===== config.mk =====
export PLATFORM = sky130hd
export DESIGN_NAME = cook_timer
export DESIGN_NICKNAME = d
export VERILOG_FILES = /design/src/rtl/cook_timer_pkg.sv /design/src/rtl/cook_timer_bcd_down_digit.sv /design/src/rtl/cook_timer.sv
export SDC_FILE = /design/constraint.sdc
export NUM_CORES = 1
export LEC_CHECK = 0
export CORE_MARGIN = 3
export CORE_UTILIZATION = 57
export CTS_CLUSTER_DIAMETER = 40
export DETAILED_ROUTE_END_ITERATION = 10
export GPL_TIMING_DRIVEN = 0
export HOLD_SLACK_MARGIN = 0.06
export PLACE_DENSITY = 0.84
export SETUP_SLACK_MARGIN = 0.3
export SYNTH_ARGS = -nofsm -noshare
export SYNTH_HDL_FRONTEND = slang
export SYNTH_HIERARCHICAL = 1
export SYNTH_SLANG_ARGS = --single-unit

===== constraint.sdc =====
create_clock -name clk -period 8.5 [get_ports clk]
set_clock_uncertainty 0.2 [all_clocks]
set_input_delay 1.275 -clock clk [delete_from_list [all_inputs] [get_ports clk]]
set_output_delay 1.275 -clock clk [all_outputs]
set_load 0.005 [all_outputs]

===== src/rtl/cook_timer_pkg.sv =====
// Shared definitions for the MM:SS cook timer: FSM encoding and BCD digit limits.
package cook_timer_pkg;

    typedef enum logic [1:0] {
        ST_IDLE = 2'd0,
        ST_SET  = 2'd1,
        ST_RUN  = 2'd2,
        ST_DONE = 2'd3
    } state_e;

    localparam logic [3:0] BCD_MAX_DIGIT    = 4'd9;
    localparam logic [3:0] BCD_MAX_SEC_TENS = 4'd5;

    function automatic logic is_bcd(input logic [3:0] d);
        return d <= BCD_MAX_DIGIT;
    endfunction

endpackage


===== src/rtl/cook_timer_bcd_down_digit.sv =====
// One BCD display digit: clear, keypad shift-in, and decrement-with-borrow.
module bcd_down_digit #(
    parameter logic [3:0] WRAP = 4'd9
) (
    input  logic       clk,
    input  logic       reset,
    input  logic       clr_i,
    input  logic       shift_i,
    input  logic [3:0] shift_val_i,
    input  logic       borrow_i,
    output logic [3:0] value_o,
    output logic       borrow_o
);

    logic [3:0] value_q, value_d;

    always_comb begin
        value_d = value_q;
        if (clr_i) begin
            value_d = 4'd0;
        end else if (shift_i) begin
            value_d = shift_val_i;
        end else if (borrow_i) begin
            value_d = (value_q == 4'd0) ? WRAP : value_q - 4'd1;
        end
    end

    always_ff @(posedge clk) begin
        if (reset) begin
            value_q <= 4'd0;
        end else begin
            value_q <= value_d;
        end
    end

    assign value_o  = value_q;
    assign borrow_o = borrow_i && (value_q == 4'd0);

endmodule


===== src/rtl/cook_timer.sv =====
// Four-digit BCD MM:SS countdown timer with keypad entry, pause/resume and
// a done flag that tells the magnetron controller to stop.
module cook_timer
    import cook_timer_pkg::*;
#(
    parameter int TICK_DIV = 1000,
    parameter int PRE_W    = 10
) (
    input  logic       clk,
    input  logic       reset,
    input  logic       clearn,
    input  logic       digit_valid,
    input  logic [3:0] digit,
    input  logic       mag_on,
    output logic       timer_done,
    output logic [3:0] min_tens,
    output logic [3:0] min_ones,
    output logic [3:0] sec_tens,
    output logic [3:0] sec_ones
);

    localparam logic [PRE_W-1:0] PRE_LAST = PRE_W'(TICK_DIV - 1);

    state_e           state_q, state_d;
    logic [PRE_W-1:0] pre_q, pre_d;

    logic        clr, shift, tick;
    logic        entry_ok, last_sec;
    logic        b_so, b_st, b_mo, underflow;
    logic [15:0] time_v;

    assign time_v   = {min_tens, min_ones, sec_tens, sec_ones};
    assign last_sec = (time_v == 16'h0001);
    assign entry_ok = !mag_on && digit_valid && is_bcd(digit);

    // Priority: clear > keypad entry > counting. The prescaler only advances
    // while the magnetron is on and there is time left, and holds across a pause.
    always_comb begin
        state_d = state_q;
        pre_d   = pre_q;
        clr     = 1'b0;
        shift   = 1'b0;
        tick    = 1'b0;
        if (!clearn) begin
            clr     = 1'b1;
            pre_d   = '0;
            state_d = ST_IDLE;
        end else if (entry_ok) begin
            shift   = 1'b1;
            pre_d   = '0;
            state_d = ({min_ones, sec_tens, sec_ones, digit} == 16'h0000) ? ST_IDLE : ST_SET;
        end else begin
            unique case (state_q)
                ST_IDLE: begin
                    if (mag_on) state_d = ST_DONE;
                end
                ST_SET, ST_RUN: begin
                    if (!mag_on) begin
                        state_d = ST_SET;
                    end else begin
                        state_d = ST_RUN;
                        if (pre_q == PRE_LAST) begin
                            pre_d = '0;
                            tick  = 1'b1;
                            // underflow cannot occur with nonzero time; treated as done anyway
                            if (last_sec || underflow) state_d = ST_DONE;
                        end else begin
                            pre_d = pre_q + PRE_W'(1);
                        end
                    end
                end
                ST_DONE: ;
                default: state_d = ST_IDLE;
            endcase
        end
    end

    always_ff @(posedge clk) begin
        if (reset) begin
            state_q <= ST_IDLE;
            pre_q   <= '0;
        end else begin
            state_q <= state_d;
            pre_q   <= pre_d;
        end
    end

    assign timer_done = (state_q == ST_DONE);

    bcd_down_digit #(.WRAP(BCD_MAX_DIGIT)) u_sec_ones (
        .clk(clk), .reset(reset), .clr_i(clr), .shift_i(shift),
        .shift_val_i(digit), .borrow_i(tick), .value_o(sec_ones), .borrow_o(b_so)
    );

    bcd_down_digit #(.WRAP(BCD_MAX_SEC_TENS)) u_sec_tens (
        .clk(clk), .reset(reset), .clr_i(clr), .shift_i(shift),
        .shift_val_i(sec_ones), .borrow_i(b_so), .value_o(sec_tens), .borrow_o(b_st)
    );

    bcd_down_digit #(.WRAP(BCD_MAX_DIGIT)) u_min_ones (
        .clk(clk), .reset(reset), .clr_i(clr), .shift_i(shift),
        .shift_val_i(sec_tens), .borrow_i(b_st), .value_o(min_ones), .borrow_o(b_mo)
    );

    bcd_down_digit #(.WRAP(BCD_MAX_DIGIT)) u_min_tens (
        .clk(clk), .reset(reset), .clr_i(clr), .shift_i(shift),
        .shift_val_i(min_ones), .borrow_i(b_mo), .value_o(min_tens), .borrow_o(underflow)
    );

endmodule


# After elaboration in Yosys (flattened, before gate mapping)
# Index checks and enable logic that the tools add are counted.
word_totals:
  ff_bits: 28
  inputBits: 9
  output_inout_bits: 17
classes:
  add_sub_neg: 5
  order_cmp: 1
  n_eq_ne: 6
  muxes: 27
  bitwise_logic: 1
  reduce_logical: 24
op_table:
  columns: ["cell", "count"]
  rows:
  - ["two-way mux 4 bit", 12]
  - ["== test 16 x 1 -> 1 bit, second input constant", 1]
  - ["zero test 16 bit", 1]
  - ["zero test 4 bit", 4]
  - ["subtractor 4 x 1 -> 4 bit, second input constant", 4]
  - ["adder 10 x 1 -> 10 bit, second input constant", 1]
  - ["== test 10 bit, second input constant", 1]
  - ["two-way mux 1 bit", 10]
  - ["two-way mux 10 bit", 1]
  - ["nonzero test 2 bit", 4]
  - ["logical AND 1 bit", 6]
  - ["two-way mux 2 bit", 3]
  - ["== test 2 bit, second input constant", 2]
  - ["less-or-equal comparator 4 bit, second input constant", 1]
  - ["case mux 2 bit (2 select lines)", 1]
  - ["AND reduction 2 bit", 2]
  - ["OR reduction 2 bit", 2]
  - ["!= test 3 bit, second input constant", 1]
  - ["nonzero test 3 bit", 1]
  - ["OR reduction 3 bit", 1]
  - ["== test 2 x 1 -> 1 bit, second input constant", 1]
  - ["zero test 2 bit", 1]
  - ["zero test 1 bit", 1]
  - ["logical OR 1 bit", 1]
  - ["NOT 1 bit", 1]

# Depth between registers and ports, before layout
# Gate-level depths: netlist of the first run.
depth:
  word_depth: 16
  depth_mapped: 15

# Modules after synthesis
# Netlist of the first run, hierarchy kept.
by_module_without_submodules:
  columns: ["module", "instances", "cells_per_inst", "area_each_um2"]
  rows:
  - ["cook_timer", 1, 88, 720.7]
  - ["bcd_down_digit (u_min_ones ...)", 3, 25, 235.2]
  - ["bcd_down_digit (u_sec_tens)", 1, 22, 188.9]

# Least setup slack after synthesis of the first run
# OpenSTA, ideal clock, no wires.
synth_timing:
  path_kind: "input-to-reg"
  from: "in mag_on"
  to: "reg state_q[0]"
  arrival_ps: 4609
  t_required_ps: 8227
  slack_ps: 3619
  path_stages: 13
  path_buffers: 1
  cell_sequence: "buf_4 > nand4_1 > nor3_1 > nor4b_4 > nor2b_1 > nand2b_1 > nor4_1 > nor4b_4 > nor2b_1 > nor4b_4 > nor2b_1 > a311oi_1 > o22ai_2"
synth_via:
  elab_chain_cells: 15
  elab_cells_between_ends: 20
  cone_classes: "eq/ne (1); mux (9); reduce/logical (10)"
synth_lines:
  columns: ["element", "line_no", "source"]
  rows:
  - ["from (decl)", "cook_timer.sv:14", "input logic mag_on,"]
  - ["zero test 1 bit", null, null]
  - ["logical AND 1 bit (2 in a row)", "cook_timer.sv:34", "assign entry_ok = !mag_on && digit_valid && is_bcd(digit);"]
  - ["two-way mux 1 bit *", "cook_timer.sv:48", "end else if (entry_ok) begin"]
  - ["two-way mux 1 bit *", "cook_timer.sv:44", "if (!clearn) begin"]
  - ["via tick", "cook_timer.sv:27", "logic clr, shift, tick;"]
  - ["logical AND 1 bit *", "cook_timer_bcd_down_digit.sv:37", "assign borrow_o = borrow_i && (value_q == 4'd0);"]
  - ["via b_so", "cook_timer.sv:29", "logic b_so, b_st, b_mo, underflow;"]
  - ["logical AND 1 bit *", "cook_timer_bcd_down_digit.sv:37", null]
  - ["via b_st", "cook_timer.sv:29", null]
  - ["[... 1 more ...]", null, null]
  - ["via b_mo", "cook_timer.sv:29", null]
  - ["logical AND 1 bit *", "cook_timer_bcd_down_digit.sv:37", null]
  - ["via underflow", "cook_timer.sv:29", null]
  - ["logical OR 1 bit *", "cook_timer.sv:66", "if (last_sec || underflow) state_d = ST_DONE;"]
  - ["two-way mux 1 bit *", "cook_timer.sv:66", null]
  - ["two-way mux 1 bit *", "cook_timer.sv:62", "if (pre_q == PRE_LAST) begin"]
  - ["two-way mux 2 bit *", "cook_timer.sv:58", "if (!mag_on) begin"]
  - ["case mux 2 bit (2 select lines) *", "cook_timer.sv:53", "unique case (state_q)"]
  - ["two-way mux 2 bit *", "cook_timer.sv:48", null]
  - ["to (signal assigned)", "cook_timer.sv:83", "state_q <= state_d;"]
  - ["to (decl)", "cook_timer.sv:24", "state_e state_q, state_d;"]
# The timed path passes the listed nets; every way through them passes the cells marked *.
# A chain may end at the register's enable or synchronous reset.

# Final worst setup path of the first run
layout_timing:
  from: "in digit[3]"
  to: "reg state_q[0]"
layout_via:
  elab_chain_cells: 14
  elab_cells_between_ends: 19
  cone_classes: "order compare (1); eq/ne (1); mux (8); reduce/logical (9)"
layout_lines:
  columns: ["element", "line_no", "source"]
  rows:
  - ["from (decl)", "cook_timer.sv:13", "input logic [3:0] digit,"]
  - ["less-or-equal comparator 4 bit", "cook_timer_pkg.sv:15", "return d <= BCD_MAX_DIGIT;"]
  - ["logical AND 1 bit", "cook_timer.sv:34", null]
  - ["two-way mux 1 bit", "cook_timer.sv:48", null]
  - ["two-way mux 1 bit", "cook_timer.sv:44", null]
  - ["via tick", "cook_timer.sv:27", null]
  - ["logical AND 1 bit", "cook_timer_bcd_down_digit.sv:37", null]
  - ["via b_so", "cook_timer.sv:29", null]
  - ["logical AND 1 bit", "cook_timer_bcd_down_digit.sv:37", null]
  - ["via b_st", "cook_timer.sv:29", null]
  - ["[... 1 more ...]", null, null]
  - ["via b_mo", "cook_timer.sv:29", null]
  - ["logical AND 1 bit", "cook_timer_bcd_down_digit.sv:37", null]
  - ["via underflow", "cook_timer.sv:29", null]
  - ["logical OR 1 bit", "cook_timer.sv:66", null]
  - ["two-way mux 1 bit", "cook_timer.sv:66", null]
  - ["two-way mux 1 bit", "cook_timer.sv:62", null]
  - ["two-way mux 2 bit", "cook_timer.sv:58", null]
  - ["case mux 2 bit (2 select lines)", "cook_timer.sv:53", null]
  - ["two-way mux 2 bit", "cook_timer.sv:48", null]
# The timed path passes the listed nets, and every way through them passes these cells.

==> flow_summary.json, run 1 <==
{
  "post_cts_resized": 0,
  "ant_nets": 0,
  "start_util": 0.6237,
  "track_usage": 0.2113,
  "hpwlAfterDp_mm": 2.659,
  "synth_cell_type_count": 41,
  "antenna_found_initial": 0,
  "tns_ns": 0,
  "design.core.area_sq_mm": 0.002590,
  "drt_pass1_iterations": 4,
  "use_met2": 0.3916,
  "worst_slack_ns": 2.962,
  "yosys_register_bits": 28,
  "use_met3": 0.02397,
  "portBuffers": 24,
  "max_slew_margin": 0.2488,
  "cts_buffer_depth": 2,
  "total_power_mw": 0.2500,
  "fin_area_sq_mm": 0.001946,
  "grt_max_degree": 17,
  "path_class": "primary input to register",
  "worstSetupEndpointType": "register",
  "final_util": 0.7512,
  "synth_top_cells_by_area": "dfxtp_1, xnor2_1, nor2_1",
  "powerDensity_mw_per_mm2": 128.5,
  "overflow": 0,
  "drt-initial-drc-count": 65,
  "hp-class": "register to register",
  "wl_mm": 3.560,
  "post-place-ws_ns": 2.685,
  "grtUsageMet1": 0.2393,
  "yosysSeqAreaShare": 0.3470,
  "async_reset_ff_frac": 0,
  "avgSynthCellArea_sq_um": 8.731,
  "synth_top_area_cell": "dfxtp_1",
  "p_leak_nw": 0.6092,
  "netlist_instances": 185,
  "holdWs_ns": 0.3290,
  "gp_congestion": 0.8550,
  "stdcell_count": 243,
  "die_width_um": 59.24,
  "clock_latency_ns": 0.32,
  "setup_viol": 0,
  "root_buffer": "clkbuf_4",
  "viasPerCell": 6.058,
  "drive_gt1_frac": 0.1315,
  "critical_path_arrival_ns": 5.60,
  "run_status": "completed",
  "die_height_um": 59.24,
  "period_share": 0.6516,
  "synthXorXnorAreaFrac": 0.08133,
  "cts_made_buffers": 3,
  "critPathMaxFanout": 5,
  "synth_compound_area_frac": 0.1882,
  "numClockSinks": 28,
  "dp.cells": 239,
  "post_cts_buffers": 0,
  "cts_tree": "built",
  "slew_viol_final": 0,
  "ys.flop_type": "dfxtp_1",
  "vias": 1472,
  "fmax_ghz": 0.1806,
  "syn-num-nets": 197,
  "fin_nets": 226,
  "die_area_sq_mm": 0.003509,
  "ys_warn_count": 6,
  "ios": 26,
  "grt_pass1_vias": 1498,
  "ctsHtreeMaxLevel": 1,
  "synth-simple-area-share": 0.3129,
  "ir_drop_mv": 0.1126,
  "required_ns": 8.56,
  "worst_pin_slew_ns": 1.123,
  "post-synth-top-count-cell": "dfxtp_1",
  "synth_edf_count": 0,
  "drc": 0,
  "syn_area_sq_mm": 0.001615,
  "synthMuxAreaShare": 0.01239,
  "cap_violations": 0,
  "path_clk_slew_ns": 0.15,
  "synth_common_cells": "dfxtp_1, nor2_1, nand2_1, inv_1, xnor2_1",
  "synth_top_family_by_area": "simple AND/OR/NAND/NOR gates",
  "start_kind": "primary input",
  "hold_buffers": 0,
  "wl_per_cell_um": 14.65,
  "diodes": 0,
  "area_growth_pct": 20.45,
  "synth_top_area_frac": 0.3470,
  "place_area_sq_mm": 0.001893,
  "grt_pass1_wl_mm": 5.975,
  "hold_viol": 0,
  "min_period_ns": 5.538,
  "synth_fa_ha_area_frac": 0.02324,
  "rows": 18,
  "gr-max-usage-layer": "met2",
  "rsz0062_at_grt": "no"
}
==> report_power, final <==
group	internal, mW	leakage, nW	switching [mW]
sequential	0.133	0.226	0.00270
clock	0.0476	0.0279	0.0400
combinational	0.0126	0.355	0.0139
==> cell usage in the layout (no fill, tap or decap), drive strengths merged, types with 4 or more instances in the layout <==
| master | instances |
|---|---|
| dfxtp | 28 |
| a221oi | 4 |
| clkdlybuf4s50 | 24 |
| nor3 | 5 |
| inv | 13 |
| a21oi | 9 |
| nand2b | 6 |
| a211oi | 4 |
| nand2 | 17 |
| nand3 | 5 |
| a311oi | 4 |
| xor2 | 4 |
| o21ai | 9 |
| nor4 | 7 |
| xnor2 | 11 |
| or3 | 4 |
| nor2 | 25 |
==> final timing paths <==
kind	start	end	slack, ns	cells after the start
setup / recovery	digit[3]	state_q[0]$_SDFFE_PP0P_	2.96	15
hold / removal	state_q[1]$_SDFFE_PP0P_	state_q[1]$_SDFFE_PP0P_	0.33	2
setup reg to reg	state_q[1]$_SDFFE_PP0P_	state_q[0]$_SDFFE_PP0P_	3.64	14
hold reg to reg	state_q[1]$_SDFFE_PP0P_	state_q[1]$_SDFFE_PP0P_	0.33	2
==> cells by family (layout without fill, tap and decap cells) <==
family / Yosys count / after routing
AOI/OAI and AO/OA: 38 / 38
xor gates and xnor gates: 15 / 15
adders and majority gates: 3 / 3
buffers and inverters: 14 / 42
DFF: 28 / 28
muxes: 2 / 2
and+or+nand+nor: 85 / 85
==> worst max-delay path: stages <==
cell and delay, ns:
clkdlybuf4s50_1 0.51, o21ai_1 0.11, nand3_1 0.20, nand2_1 0.09, nor3_1 0.50, nor4b_4 0.37
nor2b_1 0.23, nand2b_1 0.13, nor4_1 0.63, nor4b_4 0.39, nor2b_1 0.40, nor4b_4 0.33
nor2b_1 0.18, a311oi_1 0.07, o22ai_2 0.18
==> state kept, by name (all words and copies together) (netlist names) <==
name                flops
u_min_tens/value_o      4
state_q                 2
pre_q                  10
u_min_ones/value_o      4
u_sec_tens/value_o      4
u_sec_ones/value_o      4
==> cell type report <==
cell class	instances	area, sq um
multi-input combinational	143	998.5
fill	193	644.4
sequential	28	560.5
timing repair buffer	24	240.2
inverter	13	48.80
tap	30	37.54
clock inverter	1	30.03
clock buffer	3	22.52
buffer	1	7.507
==> routing by layer <==
layer  up-vias  wire [um]
li1        721          -
met4         0         55
met2        36       1766
met5         -          0
met1       709       1624
met3         6        114
(Power assumes the default switching activity.)
==> run 2, diff against run 1 <==
--- a/config.mk
+++ b/config.mk
@@ -6,12 +6,12 @@
 export NUM_CORES = 1
 export LEC_CHECK = 0
 export CORE_MARGIN = 3
-export CORE_UTILIZATION = 57
+export CORE_UTILIZATION = 53
 export CTS_CLUSTER_DIAMETER = 40
 export DETAILED_ROUTE_END_ITERATION = 10
 export GPL_TIMING_DRIVEN = 0
 export HOLD_SLACK_MARGIN = 0.06
-export PLACE_DENSITY = 0.84
+export PLACE_DENSITY = 0.79
 export SETUP_SLACK_MARGIN = 0.3
 export SYNTH_ARGS = -nofsm -noshare
 export SYNTH_HDL_FRONTEND = slang
==> constraint.sdc (replaced) <==
create_clock -name clk -period 5.1 [get_ports clk]
set_clock_uncertainty 0.2 [all_clocks]
set_input_delay 0.765 -clock clk [delete_from_list [all_inputs] [get_ports clk]]
set_output_delay 0.765 -clock clk [all_outputs]
set_load 0.005 [all_outputs]
==> run 2 against run 1 <==
  * Final cell count is 0.41% higher
  * Clock-buffer cell count is 1 higher
  * Critical path type unchanged
  * Worst setup slack worse by 2.3 ns
  * Global-route usage is 0.38 points lower
  * Via count is 1.2% lower
  * Non-clock buffer count stayed put
  * Total power is 52% higher
  * Combinational power is 67% higher
  * Register-to-register slack worse by 2.9 ns
==> flow_summary.json, run 2 (synthesis gave the netlist of run 1 again) <==
{
  "run_status": "completed",
  "portBuffers": 24,
  "critical_path_arrival_ns": 4.48,
  "rows": 19,
  "hpwlAfterDp_mm": 2.596,
  "cap_violations": 0,
  "rsz0062_at_grt": "no",
  "ant_nets": 0,
  "crit_start": "digit[3]",
  "powerDensity_mw_per_mm2": 194.8,
  "area_growth_pct": 20.91,
  "grt_pass1_wl_mm": 6.003,
  "max_slew_margin": 0.2688,
  "reg2reg_setup_slack_ns": 0.75,
  "path_class": "primary input to register",
  "slew_viol_final": 0,
  "design.core.area_sq_mm": 0.002829,
  "stdcell_count": 244,
  "ir_drop_mv": 0.09233,
  "most-common-layout-cells": "dfxtp_1, nor2_1, clkdlybuf4s50_1, nand2_1, inv_1",
  "overflow": 0,
  "worst_slack_ns": 0.6877,
  "drive_gt1_frac": 0.1455,
  "gp_congestion": 0.8407,
  "post-place-ws_ns": -0.2895,
  "drt-initial-drc-count": 90,
  "largest-register": "pre_q",
  "cts_buffer_depth": 2,
  "whs_path_depth": 2,
  "wl_per_cell_um": 14.34,
  "hold_viol": 0,
  "cts_tree": "built",
  "min_period_ns": 4.412,
  "final_common_cell": "dfxtp_1",
  "diodes": 0,
  "start_kind": "primary input",
  "setup_viol": 0,
  "multi_input_area_sq_mm": 0.001021,
  "cp-endpoint": "state_q[0]$_SDFFE_PP0P_",
  "ios": 26,
  "final_util": 0.6904,
  "grt_max_degree": 16,
  "die_area_sq_mm": 0.003746,
  "worstSetupEndpointType": "register",
  "worst_r2r_endpoint": "state_q[0]$_SDFFE_PP0P_",
  "numClockSinks": 28,
  "grt_pass1_vias": 1378,
  "drc": 0,
  "start_util": 0.5710,
  "reg2reg_from": "state_q[0]$_SDFFE_PP0P_",
  "wl_mm": 3.499,
  "track_usage": 0.2074,
  "hp-class": "register to register",
  "period_share": 0.8652,
  "vias": 1455,
  "viasPerCell": 5.963,
  "path_clk_slew_ns": 0.15,
  "root_buffer": "clkbuf_4",
  "worst_pin_slew_ns": 1.093,
  "antenna_found_initial": 0,
  "p_leak_nw": 0.6037,
  "die_width_um": 61.21,
  "fill_cells": 239,
  "drt_pass1_iterations": 4,
  "fin_nets": 226,
  "dp.cells": 240,
  "cts_made_buffers": 3,
  "reg2regPathDepth": 14,
  "clock_latency_ns": 0.32,
  "largest_register_ff_count": 10,
  "required_ns": 5.17,
  "die_height_um": 61.21,
  "fmax_ghz": 0.2266,
  "seq_area_sq_um": 560.5,
  "ctsHtreeMaxLevel": 1,
  "critPathMaxFanout": 5
}
## run 2: how the worst min path moves through the flow
stage                              end  slack, ns                    start
6_report       state_q[1]$_SDFFE_PP0P_       0.30  state_q[1]$_SDFFE_PP0P_
5_1_grt        state_q[1]$_SDFFE_PP0P_       0.36  state_q[1]$_SDFFE_PP0P_
4_1_cts        state_q[1]$_SDFFE_PP0P_       0.30  state_q[1]$_SDFFE_PP0P_
3_5_place_dp   state_q[1]$_SDFFE_PP0P_       0.28  state_q[1]$_SDFFE_PP0P_
3_3_place_gp   state_q[1]$_SDFFE_PP0P_       0.27  state_q[1]$_SDFFE_PP0P_
2_1_floorplan  state_q[1]$_SDFFE_PP0P_       0.26  state_q[1]$_SDFFE_PP0P_
## run 2: critical path, stage by stage
cell	delay, ns
clkdlybuf4s50_1	0.51
o21ai_1	0.10
nand3_1	0.17
nand2_1	0.09
nor3_2	0.31
nor4b_4	0.34
nor2b_1	0.24
nand2b_1	0.17
nor4_4	0.30
nor4b_4	0.32
nor2b_2	0.34
nor4b_4	0.32
nor2b_1	0.21
a311oi_1	0.08
o22ai_2	0.19
## run 2: layout make-up
class,instances,area share
well taps,31,0.01986
multi-input cells,143,0.5227
repair buffers,24,0.1230
plain buffers,1,0.003844
inverters,13,0.02498
flip-flops and latches,28,0.2870
clock buffers,4,0.01858
## run 2: repair_timing
action	in CTS	in global routing
setup endpoints to repair	4	4
gates cloned	0	0
gates resized for setup	2	2
hold buffers	0	0
buffers inserted	0	0
## run 2: metal layers
metal,track usage,vias to the layer above,part of all wire
met5,0,-,0
met4,0.08359,0,0.0057
met3,0.03354,2,0.033
met2,0.3384,34,0.49
met1,0.2719,694,0.47
li1,-,725,-
## run 2: through the flow
step	hold slack (ns)	power [mW]	TNS [ns]	instance area, sq um
4_1_cts	0.3027	0.3826	0	1942
6_report	0.2973	0.3804	0	1953
3_3_place_gp	0.2743	0.2735	-0.3123	1894
3_5_place_dp	0.2833	0.2748	-0.7499	1894
2_1_floorplan	0.2624	0.2579	0	1615
5_1_grt	0.3617	0.4009	0	1953
## run 2: power by group
part	total (mW)	internal, mW	leakage, nW	switching (mW)
Combinational	0.0443	0.0210	0.357	0.0233
Clock	0.110	0.0437	0.0210	0.0659
Sequential	0.227	0.222	0.226	0.00456
